File: src/rtl/ps2_pkg.sv
// Shared types, PS/2 set-2 constants and scancode tables for the ASCII-to-scancode encoder.
package ps2_pkg;

  typedef enum logic [1:0] {MOD_NONE, MOD_SHIFT, MOD_CTRL, MOD_EXT} sc_mod_t;
  typedef enum logic [1:0] {ST_IDLE, ST_EMIT, ST_GAP} state_t;

  localparam logic [7:0] SC_BREAK  = 8'hF0;
  localparam logic [7:0] SC_EXT    = 8'hE0;
  localparam logic [7:0] SC_LSHIFT = 8'h12;
  localparam logic [7:0] SC_LCTRL  = 8'h14;

  // Index of the final byte of a sequence; the step counter stops here.
  function automatic logic [2:0] seq_last(input sc_mod_t m, input logic brk);
    logic [2:0] r;
    case (m)
      MOD_NONE:  r = brk ? 3'd2 : 3'd0;
      MOD_EXT:   r = brk ? 3'd4 : 3'd1;
      default:   r = brk ? 3'd5 : 3'd1;
    endcase
    return r;
  endfunction

  // Byte emitted at a given step; without break codes only the leading steps are ever reached.
  function automatic logic [7:0] seq_byte(input sc_mod_t m, input logic [2:0] step,
                                          input logic [7:0] k);
    logic [7:0] mb;
    logic [7:0] b;
    mb = (m == MOD_CTRL) ? SC_LCTRL : SC_LSHIFT;
    b  = k;
    case (m)
      MOD_NONE: if (step == 3'd1) b = SC_BREAK;
      MOD_EXT: begin
        case (step)
          3'd0, 3'd2: b = SC_EXT;
          3'd3:       b = SC_BREAK;
          default:    b = k;
        endcase
      end
      default: begin
        case (step)
          3'd0, 3'd5: b = mb;
          3'd2, 3'd4: b = SC_BREAK;
          default:    b = k;
        endcase
      end
    endcase
    return b;
  endfunction

  function automatic logic [7:0] letter_sc(input logic [4:0] idx);
    logic [7:0] r;
    case (idx)
      5'd0:  r = 8'h1C;  5'd1:  r = 8'h32;  5'd2:  r = 8'h21;  5'd3:  r = 8'h23;
      5'd4:  r = 8'h24;  5'd5:  r = 8'h2B;  5'd6:  r = 8'h34;  5'd7:  r = 8'h33;
      5'd8:  r = 8'h43;  5'd9:  r = 8'h3B;  5'd10: r = 8'h42;  5'd11: r = 8'h4B;
      5'd12: r = 8'h3A;  5'd13: r = 8'h31;  5'd14: r = 8'h44;  5'd15: r = 8'h4D;
      5'd16: r = 8'h15;  5'd17: r = 8'h2D;  5'd18: r = 8'h1B;  5'd19: r = 8'h2C;
      5'd20: r = 8'h3C;  5'd21: r = 8'h2A;  5'd22: r = 8'h1D;  5'd23: r = 8'h22;
      5'd24: r = 8'h35;  5'd25: r = 8'h1A;
      default: r = 8'h00;
    endcase
    return r;
  endfunction

  function automatic logic [7:0] digit_sc(input logic [3:0] idx);
    logic [7:0] r;
    case (idx)
      4'd0: r = 8'h45;  4'd1: r = 8'h16;  4'd2: r = 8'h1E;  4'd3: r = 8'h26;
      4'd4: r = 8'h25;  4'd5: r = 8'h2E;  4'd6: r = 8'h36;  4'd7: r = 8'h3D;
      4'd8: r = 8'h3E;  4'd9: r = 8'h46;
      default: r = 8'h00;
    endcase
    return r;
  endfunction

  function automatic logic [7:0] fkey_sc(input logic [3:0] idx);
    logic [7:0] r;
    case (idx)
      4'd0: r = 8'h05;  4'd1: r = 8'h06;  4'd2:  r = 8'h04;  4'd3:  r = 8'h0C;
      4'd4: r = 8'h03;  4'd5: r = 8'h0B;  4'd6:  r = 8'h83;  4'd7:  r = 8'h0A;
      4'd8: r = 8'h01;  4'd9: r = 8'h09;  4'd10: r = 8'h78;  4'd11: r = 8'h07;
      default: r = 8'h00;
    endcase
    return r;
  endfunction

  function automatic logic [7:0] ext_sc(input logic [3:0] idx);
    logic [7:0] r;
    case (idx)
      4'd0: r = 8'h75;  4'd1: r = 8'h74;  4'd2: r = 8'h72;  4'd3: r = 8'h6B;
      4'd4: r = 8'h6C;  4'd5: r = 8'h69;  4'd6: r = 8'h7D;  4'd7: r = 8'h7A;
      4'd8: r = 8'h70;  4'd9: r = 8'h71;
      default: r = 8'h00;
    endcase
    return r;
  endfunction

endpackage

File: src/rtl/ps2_ascii_sc_lut.sv
// Combinational ASCII/extended-key byte to {hit, modifier, set-2 key code} lookup.
module ps2_ascii_sc_lut
  import ps2_pkg::*;
(
  input  logic [7:0] ascii_i,
  output logic       hit_o,
  output sc_mod_t    mod_o,
  output logic [7:0] code_o
);

  always_comb begin
    hit_o  = 1'b1;
    mod_o  = MOD_NONE;
    code_o = 8'h00;
    if (ascii_i >= 8'h61 && ascii_i <= 8'h7A) begin
      code_o = letter_sc(5'(ascii_i - 8'h61));
    end else if (ascii_i >= 8'h41 && ascii_i <= 8'h5A) begin
      mod_o  = MOD_SHIFT;
      code_o = letter_sc(5'(ascii_i - 8'h41));
    end else if (ascii_i >= 8'h01 && ascii_i <= 8'h1A &&
                 ascii_i != 8'h08 && ascii_i != 8'h09 && ascii_i != 8'h0D) begin
      // BS, TAB and CR have dedicated keys, so they are not sent as ctrl-letters.
      mod_o  = MOD_CTRL;
      code_o = letter_sc(5'(ascii_i - 8'h01));
    end else if (ascii_i >= 8'h30 && ascii_i <= 8'h39) begin
      code_o = digit_sc(4'(ascii_i - 8'h30));
    end else if (ascii_i >= 8'h90 && ascii_i <= 8'h99) begin
      mod_o  = MOD_EXT;
      code_o = ext_sc(4'(ascii_i - 8'h90));
    end else if (ascii_i >= 8'hA1 && ascii_i <= 8'hAC) begin
      code_o = fkey_sc(4'(ascii_i - 8'hA1));
    end else begin
      case (ascii_i)
        8'h20: code_o = 8'h29;
        8'h09: code_o = 8'h0D;
        8'h0D: code_o = 8'h5A;
        8'h08: code_o = 8'h66;
        8'h1B: code_o = 8'h76;
        8'h7F: code_o = 8'h71;
        8'h60: code_o = 8'h0E;
        8'h2D: code_o = 8'h4E;
        8'h3D: code_o = 8'h55;
        8'h5B: code_o = 8'h54;
        8'h5D: code_o = 8'h5B;
        8'h5C: code_o = 8'h5D;
        8'h3B: code_o = 8'h4C;
        8'h27: code_o = 8'h52;
        8'h2C: code_o = 8'h41;
        8'h2E: code_o = 8'h49;
        8'h2F: code_o = 8'h4A;
        8'h7E: begin mod_o = MOD_SHIFT; code_o = 8'h0E; end
        8'h21: begin mod_o = MOD_SHIFT; code_o = 8'h16; end
        8'h40: begin mod_o = MOD_SHIFT; code_o = 8'h1E; end
        8'h23: begin mod_o = MOD_SHIFT; code_o = 8'h26; end
        8'h24: begin mod_o = MOD_SHIFT; code_o = 8'h25; end
        8'h25: begin mod_o = MOD_SHIFT; code_o = 8'h2E; end
        8'h5E: begin mod_o = MOD_SHIFT; code_o = 8'h36; end
        8'h26: begin mod_o = MOD_SHIFT; code_o = 8'h3D; end
        8'h2A: begin mod_o = MOD_SHIFT; code_o = 8'h3E; end
        8'h28: begin mod_o = MOD_SHIFT; code_o = 8'h46; end
        8'h29: begin mod_o = MOD_SHIFT; code_o = 8'h45; end
        8'h5F: begin mod_o = MOD_SHIFT; code_o = 8'h4E; end
        8'h2B: begin mod_o = MOD_SHIFT; code_o = 8'h55; end
        8'h7B: begin mod_o = MOD_SHIFT; code_o = 8'h54; end
        8'h7D: begin mod_o = MOD_SHIFT; code_o = 8'h5B; end
        8'h7C: begin mod_o = MOD_SHIFT; code_o = 8'h5D; end
        8'h3A: begin mod_o = MOD_SHIFT; code_o = 8'h4C; end
        8'h22: begin mod_o = MOD_SHIFT; code_o = 8'h52; end
        8'h3C: begin mod_o = MOD_SHIFT; code_o = 8'h41; end
        8'h3E: begin mod_o = MOD_SHIFT; code_o = 8'h49; end
        8'h3F: begin mod_o = MOD_SHIFT; code_o = 8'h4A; end
        default: hit_o = 1'b0;
      endcase
    end
  end

endmodule

File: src/rtl/ps2_ascii_to_scan.sv
// Turns one accepted ASCII/extended key byte into the full PS/2 set-2 make/break byte sequence.
module ps2_ascii_to_scan
  import ps2_pkg::*;
#(
  parameter int BREAK_EN = 1,
  parameter int IDLE_GAP = 0
) (
  input  logic       clk,
  input  logic       rst,
  input  logic [7:0] ascii,
  input  logic       ascii_valid,
  output logic       ascii_ready,
  output logic [7:0] sc,
  output logic       sc_valid,
  input  logic       sc_ready,
  output logic       busy,
  output logic       unmapped,
  output logic [1:0] state_dbg
);

  // Handshakes: a transfer happens on a rising edge where valid & ready; once sc_valid
  // rises, sc stays stable until that transfer, and ready never depends on valid.
  localparam logic BRK = (BREAK_EN != 0);
  localparam int GW = (IDLE_GAP > 0) ? $clog2(IDLE_GAP + 1) : 1;
  localparam logic [GW-1:0] GAP_LAST = GW'((IDLE_GAP > 0) ? IDLE_GAP - 1 : 0);

  state_t     state_q, state_d;
  logic [2:0] step_q, step_d;
  sc_mod_t    mod_q, mod_d;
  logic [7:0] code_q, code_d;
  logic [7:0] sc_q, sc_d;
  logic       sc_valid_q, sc_valid_d;
  logic       unmapped_q, unmapped_d;
  logic [GW-1:0] gap_q, gap_d;

  logic       lut_hit;
  sc_mod_t    lut_mod;
  logic [7:0] lut_code;
  logic       accept;

  ps2_ascii_sc_lut u_lut (
    .ascii_i (ascii),
    .hit_o   (lut_hit),
    .mod_o   (lut_mod),
    .code_o  (lut_code)
  );

  assign ascii_ready = (state_q == ST_IDLE) & ~rst;
  assign accept      = ascii_valid & ascii_ready;

  always_comb begin
    state_d    = state_q;
    step_d     = step_q;
    mod_d      = mod_q;
    code_d     = code_q;
    sc_d       = sc_q;
    sc_valid_d = sc_valid_q;
    unmapped_d = 1'b0;
    gap_d      = gap_q;
    case (state_q)
      ST_IDLE: begin
        if (accept) begin
          if (lut_hit) begin
            state_d    = ST_EMIT;
            mod_d      = lut_mod;
            code_d     = lut_code;
            step_d     = 3'd0;
            sc_d       = seq_byte(lut_mod, 3'd0, lut_code);
            sc_valid_d = 1'b1;
          end else begin
            unmapped_d = 1'b1;
          end
        end
      end
      ST_EMIT: begin
        if (sc_valid_q && sc_ready) begin
          if (step_q == seq_last(mod_q, BRK)) begin
            sc_valid_d = 1'b0;
            step_d     = 3'd0;
            gap_d      = '0;
            state_d    = (IDLE_GAP > 0) ? ST_GAP : ST_IDLE;
          end else begin
            step_d = step_q + 3'd1;
            sc_d   = seq_byte(mod_q, step_q + 3'd1, code_q);
          end
        end
      end
      ST_GAP: begin
        if (gap_q == GAP_LAST) state_d = ST_IDLE;
        else gap_d = gap_q + 1'b1;
      end
      default: state_d = ST_IDLE;
    endcase
  end

  always_ff @(posedge clk) begin
    if (rst) begin
      state_q    <= ST_IDLE;
      step_q     <= 3'd0;
      mod_q      <= MOD_NONE;
      code_q     <= 8'h00;
      sc_q       <= 8'h00;
      sc_valid_q <= 1'b0;
      unmapped_q <= 1'b0;
      gap_q      <= '0;
    end else begin
      state_q    <= state_d;
      step_q     <= step_d;
      mod_q      <= mod_d;
      code_q     <= code_d;
      sc_q       <= sc_d;
      sc_valid_q <= sc_valid_d;
      unmapped_q <= unmapped_d;
      gap_q      <= gap_d;
    end
  end

  assign sc        = sc_q;
  assign sc_valid  = sc_valid_q;
  assign busy      = (state_q != ST_IDLE);
  assign unmapped  = unmapped_q;
  assign state_dbg = state_q;

endmodule

File: config.mk
export PLATFORM = sky130hd
export DESIGN_NAME = ps2_ascii_to_scan
export DESIGN_NICKNAME = d
export VERILOG_FILES = /design/src/rtl/ps2_pkg.sv /design/src/rtl/ps2_ascii_sc_lut.sv /design/src/rtl/ps2_ascii_to_scan.sv
export SDC_FILE = /design/constraint.sdc
export NUM_CORES = 1
export LEC_CHECK = 0
export ABC_AREA = 1
export BUFFER_PORTS_ARGS = -buffer_cell sky130_fd_sc_hd__buf_2
export CAP_MARGIN = 5
export CORE_UTILIZATION = 55
export CTS_BUF_LIST = sky130_fd_sc_hd__clkbuf_8 sky130_fd_sc_hd__clkbuf_16
export CTS_CLUSTER_DIAMETER = 30
export DETAILED_ROUTE_END_ITERATION = 16
export GPL_TIMING_DRIVEN = 0
export PLACE_DENSITY = 0.88
export SLEW_MARGIN = 0
export SYNTH_ARGS = -nofsm -noshare
export SYNTH_HDL_FRONTEND = slang
export SYNTH_SLANG_ARGS = --single-unit
File: constraint.sdc
create_clock -name clk -period 2.68 [get_ports clk]
set_input_delay 0.536 -clock clk [delete_from_list [all_inputs] [get_ports clk]]
set_output_delay 0.536 -clock clk [all_outputs]
set_load 0.01 [all_outputs]
# Word level (Yosys, flattened, before mapping)
# Memory sizes are Yosys's and may differ from the RTL's.
# Index checks and enable logic that the tools add are counted.
[op_classes]
n_addsub = 8
order_cmp = 12
n_eq_ne = 59
muxes = 55
bitwise = 5
reduce_logical = 40
[ops]
columns = ["op", "count"]
rows = [
  ["case mux 7 bit (27 select lines)", 1],
  ["equality test 8 x 6 -> 1 bit (second input constant)", 22],
  ["equality test 8 x 7 -> 1 bit (second input constant)", 12],
  ["2-to-1 mux 8 bit", 11],
  ["case mux 8 bit (2 select lines)", 5],
  ["OR reduction 38 bit", 1],
  ["OR reduction 2 bit", 14],
  ["equality test 8 x 4 -> 1 bit (second input constant)", 3],
  ["2-to-1 mux 3 bit", 8],
  ["!= test 8 x 4 -> 1 bit (second input constant)", 3],
  ["2-to-1 mux 2 bit", 11],
  ["OR reduction 21 bit", 1],
  ["greater-or-equal comparator 8 x 7 -> 1 bit (second input constant)", 2],
  ["greater-or-equal comparator 8 bit (second input constant)", 2],
  ["<= comparator 8 x 7 -> 1 bit (second input constant)", 2],
  ["<= comparator 8 bit (second input constant)", 2],
  ["AND reduction 5 bit", 3],
  ["subtractor 5 x 1 -> 5 bit (second input constant)", 3],
  ["2-to-1 mux 1 bit", 14],
  ["!= test 2 bit (second input constant)", 6],
  ["case mux 3 bit (2 select lines)", 2],
  ["subtractor 4 x 1 -> 4 bit (second input constant)", 3],
  ["equality test 2 bit (second input constant)", 5],
  ["logical AND 1 bit", 10],
  ["other kinds (22)", 33],
]
[totals]
ff_bits = 26
romBits = 1024
in_bits = 12
out_inout_bits = 14
wordCells = 193
mem_count = 6
[memory_table]
columns = ["memory", "words", "width", "rd", "rd_ports_with_merged_regs", "write_ports", "line", "rtl"]
rows = [
  ["(no name shown)", 32, 7, 1, 0, 0, "ps2_pkg.sv:52", "case (idx)"],
  ["(no name shown)", 32, 7, 1, 0, 0, "ps2_pkg.sv:52", ""],
  ["(no name shown)", 32, 7, 1, 0, 0, "ps2_pkg.sv:52", ""],
  ["(no name shown)", 16, 8, 1, 0, 0, "ps2_pkg.sv:78", "case (idx)"],
  ["(no name shown)", 16, 7, 1, 0, 0, "ps2_pkg.sv:67", "case (idx)"],
  ["(no name shown)", 16, 7, 1, 0, 0, "ps2_pkg.sv:89", "case (idx)"],
]

# Longest topological paths before layout
# Gate-level depths: netlist of run 1.
[logic_depth]
word_depth = 15
ltp_mapped = 21
ltp_nobuf = 21

# Modules after synthesis
# Synthesis of run 1 repeated with hierarchy kept, for this count alone.
[hier_totals]
hier_cells = 632
hier_area_um2 = 3397.0
[modules_own_cells]
columns = ["mod", "n_inst", "cells_per_inst", "area_per_inst_um2", "seq_area_each_um2"]
rows = [
  ["ps2_ascii_sc_lut", 1, 416, 1924.3, 0.0],
  ["ps2_ascii_to_scan", 1, 216, 1472.7, 460.4],
]

# Least setup slack after synthesis of run 1
# OpenSTA, ideal clock, no wires.
[synth_path]
path_type = "in2reg"
start = "input port ascii[0]"
end = "register sc_q[7], in the netlist sc[7]"
setup_ps = 115
arrival_time_ps = 2756
required_ps = 2565
setup_slack_ps = -191
cell_stages = 21
n_path_buf = 0
path_cell_list = "inv_1 > ha_1 > inv_1 > nor2_1 > nand2_1 > nand2_1 > nor3_2 > o2111ai_1 > nor3_1 > nand2_1 > nand2_1 > nand2_1 > nand2_1 > inv_1 > ha_1 > or2_2 > nand2_1 > a21oi_1 > a21oi_1 > o21ai_0 > and2_1"
[synth_between]
elab_chain_len = 14
word_cells_on_any_way = 94
classes_between = "add/sub (1); order compare (12); eq/ne (43); mux (24); reduce/logical (13); memory (1)"
[synth_rtl]
columns = ["element", "line", "rtl"]
rows = [
  ["start, declared", "ps2_ascii_to_scan.sv:10", "input logic [7:0] ascii,"],
  ["equality test 8 x 7 -> 1 bit or equality test 8 x 6 -> 1 bit (tied branches)", "ps2_ascii_sc_lut.sv:33", "case (ascii_i)"],
  ["OR reduction 21 bit (no source line)", "-", ""],
  ["2-to-1 mux 1 bit", "ps2_ascii_sc_lut.sv:33", ""],
  ["2-to-1 mux 2 bit", "ps2_ascii_sc_lut.sv:30", "end else if (ascii_i >= 8'hA1 && ascii_i <= 8'hAC) begin"],
  ["2-to-1 mux 2 bit", "ps2_ascii_sc_lut.sv:27", "end else if (ascii_i >= 8'h90 && ascii_i <= 8'h99) begin"],
  ["2-to-1 mux 2 bit", "ps2_ascii_sc_lut.sv:25", "end else if (ascii_i >= 8'h30 && ascii_i <= 8'h39) begin"],
  ["2-to-1 mux 2 bit", "ps2_ascii_sc_lut.sv:20", "end else if (ascii_i >= 8'h01 && ascii_i <= 8'h1A &&"],
  ["2-to-1 mux 2 bit", "ps2_ascii_sc_lut.sv:17", "end else if (ascii_i >= 8'h41 && ascii_i <= 8'h5A) begin"],
  ["2-to-1 mux 2 bit (*)", "ps2_ascii_sc_lut.sv:15", "if (ascii_i >= 8'h61 && ascii_i <= 8'h7A) begin"],
  ["via lut_mod[0]", "ps2_ascii_to_scan.sv:37", "sc_mod_t lut_mod;"],
  ["equality test 2 bit or zero test 2 bit (tied branches)", "ps2_pkg.sv:30", "case (m)"],
  ["case mux 8 bit (2 select lines) (*)", "ps2_pkg.sv:30", ""],
  ["2-to-1 mux 8 bit (*)", "ps2_ascii_to_scan.sv:63", "if (lut_hit) begin"],
  ["2-to-1 mux 8 bit (*)", "ps2_ascii_to_scan.sv:62", "if (accept) begin"],
  ["case mux 8 bit (2 select lines) (*)", "ps2_ascii_to_scan.sv:60", "case (state_q)"],
  ["end signal, assigned", "ps2_ascii_to_scan.sv:102", "sc_q <= 8'h00;"],
  ["end signal, assigned", "ps2_ascii_to_scan.sv:111", "sc_q <= sc_d;"],
  ["end, declared", "ps2_ascii_to_scan.sv:31", "logic [7:0] sc_q, sc_d;"],
]
# Mark *: on every way through the listed nets, which the timed path passes. The rest lies on a longest branch. The select of a mux whose other input is x is not followed.
# A chain may end at the register's enable or synchronous reset.

# Worst setup path in the final report of run 1
# Same ends and word-level chain as after synthesis.

==> metrics.md, run 1 <==
| Metric | Value |
|---|---|
| Status | finished, violations left |
| Violated checks | setup timing |
| Fin Setup TNS | -1.42 ns |
| Longest individual stage delay on the worst path | 0.24 ns |
| Clock edge transition at the registers on the reported setup and hold paths | 0.09 ns |
| Warning count from the yosys run | 0 |
| Gr busiest metal | met2 |
| Worst path required time | 2.86 ns |
| Number of clock buffers inserted by TritonCTS | 3 |
| Number of routed nets with antenna violations | 0 |
| Tightest Pin Transition | 0.796 ns |
| Cell with the largest stage delay on the worst path | nor3_2 |
| Headroom to the max-slew limit | 0.466 |
| Number of global-route vias before repair | 4168 |
| H-tree levels | 1 |
| Unrepaired setup endpoints after global routing | true |
| TritonCTS clock tree | built |
| Min cycle time layout | a little under 3 ns |
| GRT Residual Overflow | 0 |
| Library cell appearing most often on the critical path | nand2_1 |
| Cells taking the most area after synthesis | nand2_1 (16%), dfxtp_1 (13%), nor2_1 (11%) |
| Crit-path cells | buf_12 > clkinvlp_4 > ha_4 > buf_6 > nand3_4 > nor2_4 > nor3_4 > o2111ai_2 > nor3_2 > nand2_1 > nand2_1 > nand2_1 > nand2_2 > inv_2 > ha_4 > or2_4 > nand2_4 > a21oi_2 > a21oi_2 > o21ai_2 > and2_1 |
| Top-Level Pins | 26 |
| Final hold viol count | 0 |
| Core Footprint | 5960 µm² |
| Total DRC errors in the routed layout | 0 |
| Global placement routability congestion | 0.993 |
| Count of clock tree sinks | 23 |
| Dominant cell type by area after synthesis | nand2_1 |
| Count of mapped cells out of synthesis | 611 |
| Effective utilization at floorplan | 0.577 |
| Final Max Tran Viols | 0 |
| Antenna violations before repair | 0 |
| WL/cell | 17.7 µm |
| Wire length of the first global-routing pass | approximately 20 mm |
| Number of library cell types mapped by synthesis | 46 |
| Nature of the critical path endpoint | flop |
| Synthesized area per cell | between 5 and 6 µm² |
| Path category of the worst min-delay check | flop to flop |
| Sum of net half-perimeters after detailed placement | 8.86 mm |
| Final setup violation count | 17 |
| Number of DRC markers after the initial detailed-route iteration | 855 |
| Fraction of met1 tracks used by global routing | 0.516 |
| Total leakage power | between 2 and 2.5 nW |
| Highest net fanout along the worst path | 5 |
| Area growth syn-to-layout | 33.3% |
| Number of enable flip-flop cells after synthesis | 0 |
| Final core occ | 0.769 |
| Power Dens Cells | 310 nW/µm² |
| Startpoint of the most critical register-to-register path | step_q[0]$_SDFFE_PP0P_ |
| Worst Setup Start Kind | input pin |
| Footprint of the multi-input gates | 2990 µm² |
| FILL cells | 445 |
| Chip Height | just over 80 µm |
| HP Start | mod_q[1]$_SDFFE_PP0P_ |
| Async S/R FF share, synth | 0 |
| Global routing usage on met2 | 0.636 |
| Quantity of I/O buffers inserted on ports | 23 |
| Synthesized net count | between 600 and 700 |
| Global routing met3 resource utilization | 0.0787 |
| Diodes inserted | 0 |
| Sequential share of the synthesized area | 0.134 |
| Detailed Routing Iterations Pass 1 | 8 |
| Crit share post-route | 1.09 |
| Max Root-Sink Buffers | 2 |
| Area of the mapped netlist | 3440 µm² |
| Final setup slack of the worst path | -0.251 ns |
| DRT Wirelength | 13.4 mm |
| Total Routing Usage GR | 0.397 |
| Std-Cell Rows | 28 |
| Die width | 81.0 µm |
| Max Clk Rate | 341 MHz |
| Leading cell types by count after synthesis | nand2_1 (147), nor2_1 (104), inv_1 (55) |
| Crit path kind | input pin to flop |
| Fraction of post-synthesis cell area in the top cell type by area | 0.161 |
| Top FF cell, synth | dfxtp_1 |
| Total number of vias | around 4700 |
| Die area | between 6000 and 7000 µm² |
| Vias per Instance | 6.25 |
| Post-layout power | ~1.4 mW |
| Clock latency at the later pin of the worst-skew pair | between 0.2 and 0.3 ns |
| Sequential cell area | 460 µm² |
| Ratio of cells with drive above 1 in the final layout | 0.314 |
| CTS root buffer | clkbuf_8 |
| Most common cell in the synthesized netlist | nand2_1 |
| Worst supply voltage drop on vdd | 0.271 mV |
| Post-placement setup slack | -0.926 ns |
| Max-Cap Viols | 0 |
| Crit. Startpoint | ascii[0] |
| #FFs+latches synth | 23 |
| Maximum number of pins on one net before global-route repair | 14 |
| Number of nets in the finished design | 720 |
| Final worst clock skew | 0.00633 ns |
| Crit path DAT | 3.11 ns |
[where the power goes]
part / switching (mW) / internal (mW) / leakage [nW]
logic: 0.492 / 0.302 / 1.98
registers: 0.0236 / 0.373 / 0.188
clock network: 0.126 / 0.104 / 0.0255
[cells in the final DEF (no fill, tap or decap), drive strengths merged, types with 7 or more instances in the layout]
master | synthesis | final
nand3 | 51 | 51
nor2 | 117 | 117
ha | 22 | 22
inv | 67 | 67
a21oi | 37 | 37
nand2 | 163 | 163
dfxtp | 23 | 23
clkbuf | 3 | 7
o21ai | 59 | 59
buf | 12 | 81
nor3 | 13 | 13
nand4 | 13 | 13
[stage by stage]
step | instance area (µm²) | instances | hold slack [ns]
3_3_place_gp | 3670 | 709 | 0.482
6_report | 4580 | 760 | 0.522
5_1_grt | 4580 | 760 | 0.542
3_5_place_dp | 3670 | 709 | 0.504
2_1_floorplan | 3460 | 611 | 0.468
4_1_cts | 4300 | 756 | 0.517
[kinds of logic after synthesis]
logic type               count (synthesis)  share of synthesized area
other                                    1                    0.00109
buffers and inverters                   86                      0.113
AND/OR/NAND/NOR                        363                      0.477
AO/OA/AOI/OAI                          113                      0.185
XOR/XNOR                                 3                    0.00983
adder cells (fa/ha/maj)                 22                     0.0801
flip-flops                              23                      0.134
[area by class of cell]
cell class | count | area share
repair buffers | 71 | 0.126
clock inverters | 1 | 0.00109
flip-flops and latches | 23 | 0.101
inverters | 71 | 0.0656
well taps | 75 | 0.0205
multi-input cells | 502 | 0.653
plain buffers | 14 | 0.0240
clock buffers | 3 | 0.00901
[routing by layer]
layer  wire [µm]  vias up
met4         707        0
li1            -     2160
met2        5970      389
met5           0        -
met3        1700       88
met1        5060     2111
[worst max-delay path: cells and delay by family]
kind	cells	cell delay, ns
AO/OA/AOI/OAI	4	0.38
adder cells (fa/ha/maj)	2	0.39
AND/OR/NAND/NOR	11	1.39
buffers and inverters	4	0.42
[final timing paths]
| path | end | slack (ns) | cells past startpoint |
|---|---|---|---|
| worst min register to register | mod_q[1]$_SDFFE_PP0P_ | 0.52 | 2 |
| worst max register to register | sc[1]$_SDFFE_PP0P_ | 0.33 | 11 |
| worst max-delay path | sc[7]$_SDFFE_PP0P_ | -0.25 | 21 |
| worst min-delay path | mod_q[1]$_SDFFE_PP0P_ | 0.52 | 2 |
[repair_timing]
action	in CTS	in global routing
endpoints found under the setup margin	15	22
gates cloned	1	1
buffers inserted	43	14
pin swaps	30	38
endpoints found under the hold margin	0	0
resized for setup	70	64
hold buffers	0	0
[sequential cells by signal, summed over array words and instances (netlist names)]
name / flops
code_q: 8
sc: 8
step_q: 3
mod_q: 2
sc_valid: 1
unmapped: 1
Power figures use the tool's default switching activity.
==> run 2, diff against run 1 <==
Settings changed: BUFFER_PORTS_ARGS -buffer_cell sky130_fd_sc_hd__buf_2 to -buffer_cell sky130_fd_sc_hd__buf_4.
==> run 2 against run 1 <==
  * The flow still finishes with violations (setup timing)
  * Via count decreased by 2.0%
  * Setup slack improved by 0.026 ns
  * First-iteration DRC count is 13% lower
  * Final area fell by 4.8%
  * Sequential share of layout area increased by 0.51 points
  * Die area did not move
  * Count of clock-buffer cells in the layout unchanged
  * Sequential power is essentially flat
  * Worst hold slack worse by 0.014 ns
  * Total power is 4.7% lower
  * Sequential cell count unchanged
  * Critical endpoint unchanged
  * Largest power group unchanged
  * Highest routed layer unchanged
==> metrics.md, run 2 (synthesized netlist as in run 1, its figures left out) <==
| Metric | Value |
|---|---|
| Final setup slack of the worst path | -0.225 ns |
| Final core occ | 0.732 |
| Crit share post-route | 1.08 |
| TritonCTS clock tree | built |
| Final worst clock skew | 0.0106 ns |
| Nature of the critical path endpoint | flop |
| Global placement routability congestion | 1.01 |
| Most common library cell in the layout ignoring fill and taps | nand2_1 |
| Violated checks | setup timing |
| CTS root buffer | clkbuf_8 |
| Headroom to the max-slew limit | 0.549 |
| Top-Level Pins | 26 |
| Area growth syn-to-layout | 26.9% |
| Fraction of met1 tracks used by global routing | 0.500 |
| Number of DRC markers after the initial detailed-route iteration | 742 |
| Number of clock buffers inserted by TritonCTS | 3 |
| Ratio of cells with drive above 1 in the final layout | 0.261 |
| Unrepaired setup endpoints after global routing | true |
| Number of routed nets with antenna violations | 0 |
| Post-placement setup slack | -0.846 ns |
| Clock share of power | 0.176 |
| Effective utilization at floorplan | 0.577 |
| Crit path DAT | a little over 3 ns |
| Core Footprint | approximately 6000 µm² |
| Net switching fraction of the power | 0.447 |
| Global routing met3 resource utilization | 0.0798 |
| WL/cell | 16.7 µm |
| Highest net fanout along the worst path | 6 |
| Number of global-route vias before repair | 3972 |
| DRT Wirelength | 12.6 mm |
| Total DRC errors in the routed layout | 0 |
| Worst Setup Start Kind | input pin |
| Global routing usage on met2 | 0.587 |
| Design internal power | between 0.7 and 0.8 mW |
| Tightest Pin Transition | roughly 0.67 ns |
| Hold buffer count at CTS | 0 |
| Detailed Routing Iterations Pass 1 | 6 |
| Total leakage power | about 2.1 nW |
| Combinational group share of total power | 0.532 |
| Min cycle time layout | 2.90 ns |
| Maximum number of pins on one net before global-route repair | 14 |
| Clock latency at the later pin of the worst-skew pair | 0.29 ns |
| Crit path kind | input pin to flop |
| Max Clk Rate | 344 MHz |
| Max Root-Sink Buffers | 2 |
| Diodes inserted | 0 |
| Status | finished, violations left |
| Chip Height | about 81 µm |
| Quantity of I/O buffers inserted on ports | 23 |
| Number of nets in the finished design | just over 700 |
| Final Max Tran Viols | 0 |
| Die width | 81.0 µm |
| Die area | 6570 µm² |
| Final setup violation count | 7 |
| Max-Cap Viols | 0 |
| Vias per Instance | 6.15 |
| Std-Cell Rows | 28 |
| Wire length of the first global-routing pass | 19.0 mm |
| Worst supply voltage drop on vdd | 0.264 mV |
| Count of clock tree sinks | 23 |
| GRT Residual Overflow | 0 |
| Sum of net half-perimeters after detailed placement | 8.99 mm |
| Gr busiest metal | met2 |
| Worst path required time | 2.87 ns |
| Clock edge transition at the registers on the reported setup and hold paths | 0.10 ns |
| Final hold viol count | 0 |
| Total Routing Usage GR | 0.376 |
| Total number of vias | roughly 4700 |
| Antenna violations before repair | 0 |
| Power Dens Cells | 311 nW/µm² |
| Commonest cells after routing, fill and taps aside | nand2_1 (139), nor2_1 (96), buf_4 (70) |
| H-tree levels | 1 |
| Sequential share of power | 0.292 |
| Switching power total | 0.606 mW |
| Path category of the worst min-delay check | flop to flop |
==> run 2: changes by cell type in the layout (fill, tap and decap cells not counted), sizes merged <==
cell and change:
buf -3, clkinvlp +1, clkbuf -1, inv -1
==> run 2: final timing paths <==
| check | from | end | slack, ns | cells past startpoint |
|---|---|---|---|---|
| min | step_q[2]$_SDFFE_PP0P_ | step_q[2]$_SDFFE_PP0P_ | 0.51 | 2 |
| min reg2reg | step_q[2]$_SDFFE_PP0P_ | step_q[2]$_SDFFE_PP0P_ | 0.51 | 2 |
| max reg2reg | step_q[0]$_SDFFE_PP0P_ | sc[3]$_SDFFE_PP0P_ | 0.30 | 11 |
| max | ascii[0] | sc[7]$_SDFFE_PP0P_ | -0.22 | 18 |
==> run 2: layout make-up <==
type,count,area [µm²]
multi-input cells,502,2820
fillers,494,1600
repair buffers,67,544
flip-flops and latches,23,460
inverters,71,292
plain buffers,14,103
well taps,75,93.8
clock buffers,3,41.3
clock inverters,1,5.00
==> run 2: power groups by stage <==
stage          Sequential (mW)  Clock, mW  Combinational (mW)
2_1_floorplan            0.406          0               0.408
3_3_place_gp             0.399          0               0.571
3_5_place_dp             0.403          0               0.586
4_1_cts                  0.395      0.232               0.634
5_1_grt                  0.399      0.250               0.780
6_report                 0.396      0.238               0.721
==> run 2: layer usage <==
metal,part of all wire,vias up
met2,0.45,362
met5,0,-
met3,0.11,67
met1,0.41,2081
met4,0.036,0
li1,-,2143
==> run 2: what timing repair did <==
action / in CTS / in global routing
pin swaps: 19 / 18
setup buffers: 23 / 21
resized for setup: 42 / 24
endpoints found under the setup margin: 11 / 15
==> run 2: critical path, cell delays in order <==
cell and delay, ns:
buf_12 0.10, clkinvlp_4 0.12, buf_4 0.17, ha_2 0.23, inv_1 0.06, nor2_1 0.21
nand2_1 0.16, o21ai_2 0.20, nor3_4 0.07, nor2_1 0.22, inv_1 0.15, ha_4 0.18
or2_4 0.24, nand2_4 0.08, a21oi_4 0.04, a21oi_2 0.11, o21ai_1 0.07, and2_1 0.13
==> run 2: per-stage QoR <==
stage / cells / area, µm² / TNS (ns) / hold slack [ns] / total power [mW]
after CTS: 736 / 4100 / -0.177 / 0.507 / 1.26
final: 756 / 4360 / -0.891 / 0.508 / 1.36
after global routing: 756 / 4360 / -1.81 / 0.536 / 1.43
after global placement: 709 / 3730 / -6.95 / 0.482 / 0.971
after detailed placement: 709 / 3730 / -7.94 / 0.493 / 0.989
after floorplan: 611 / 3460 / -0.129 / 0.468 / 0.814
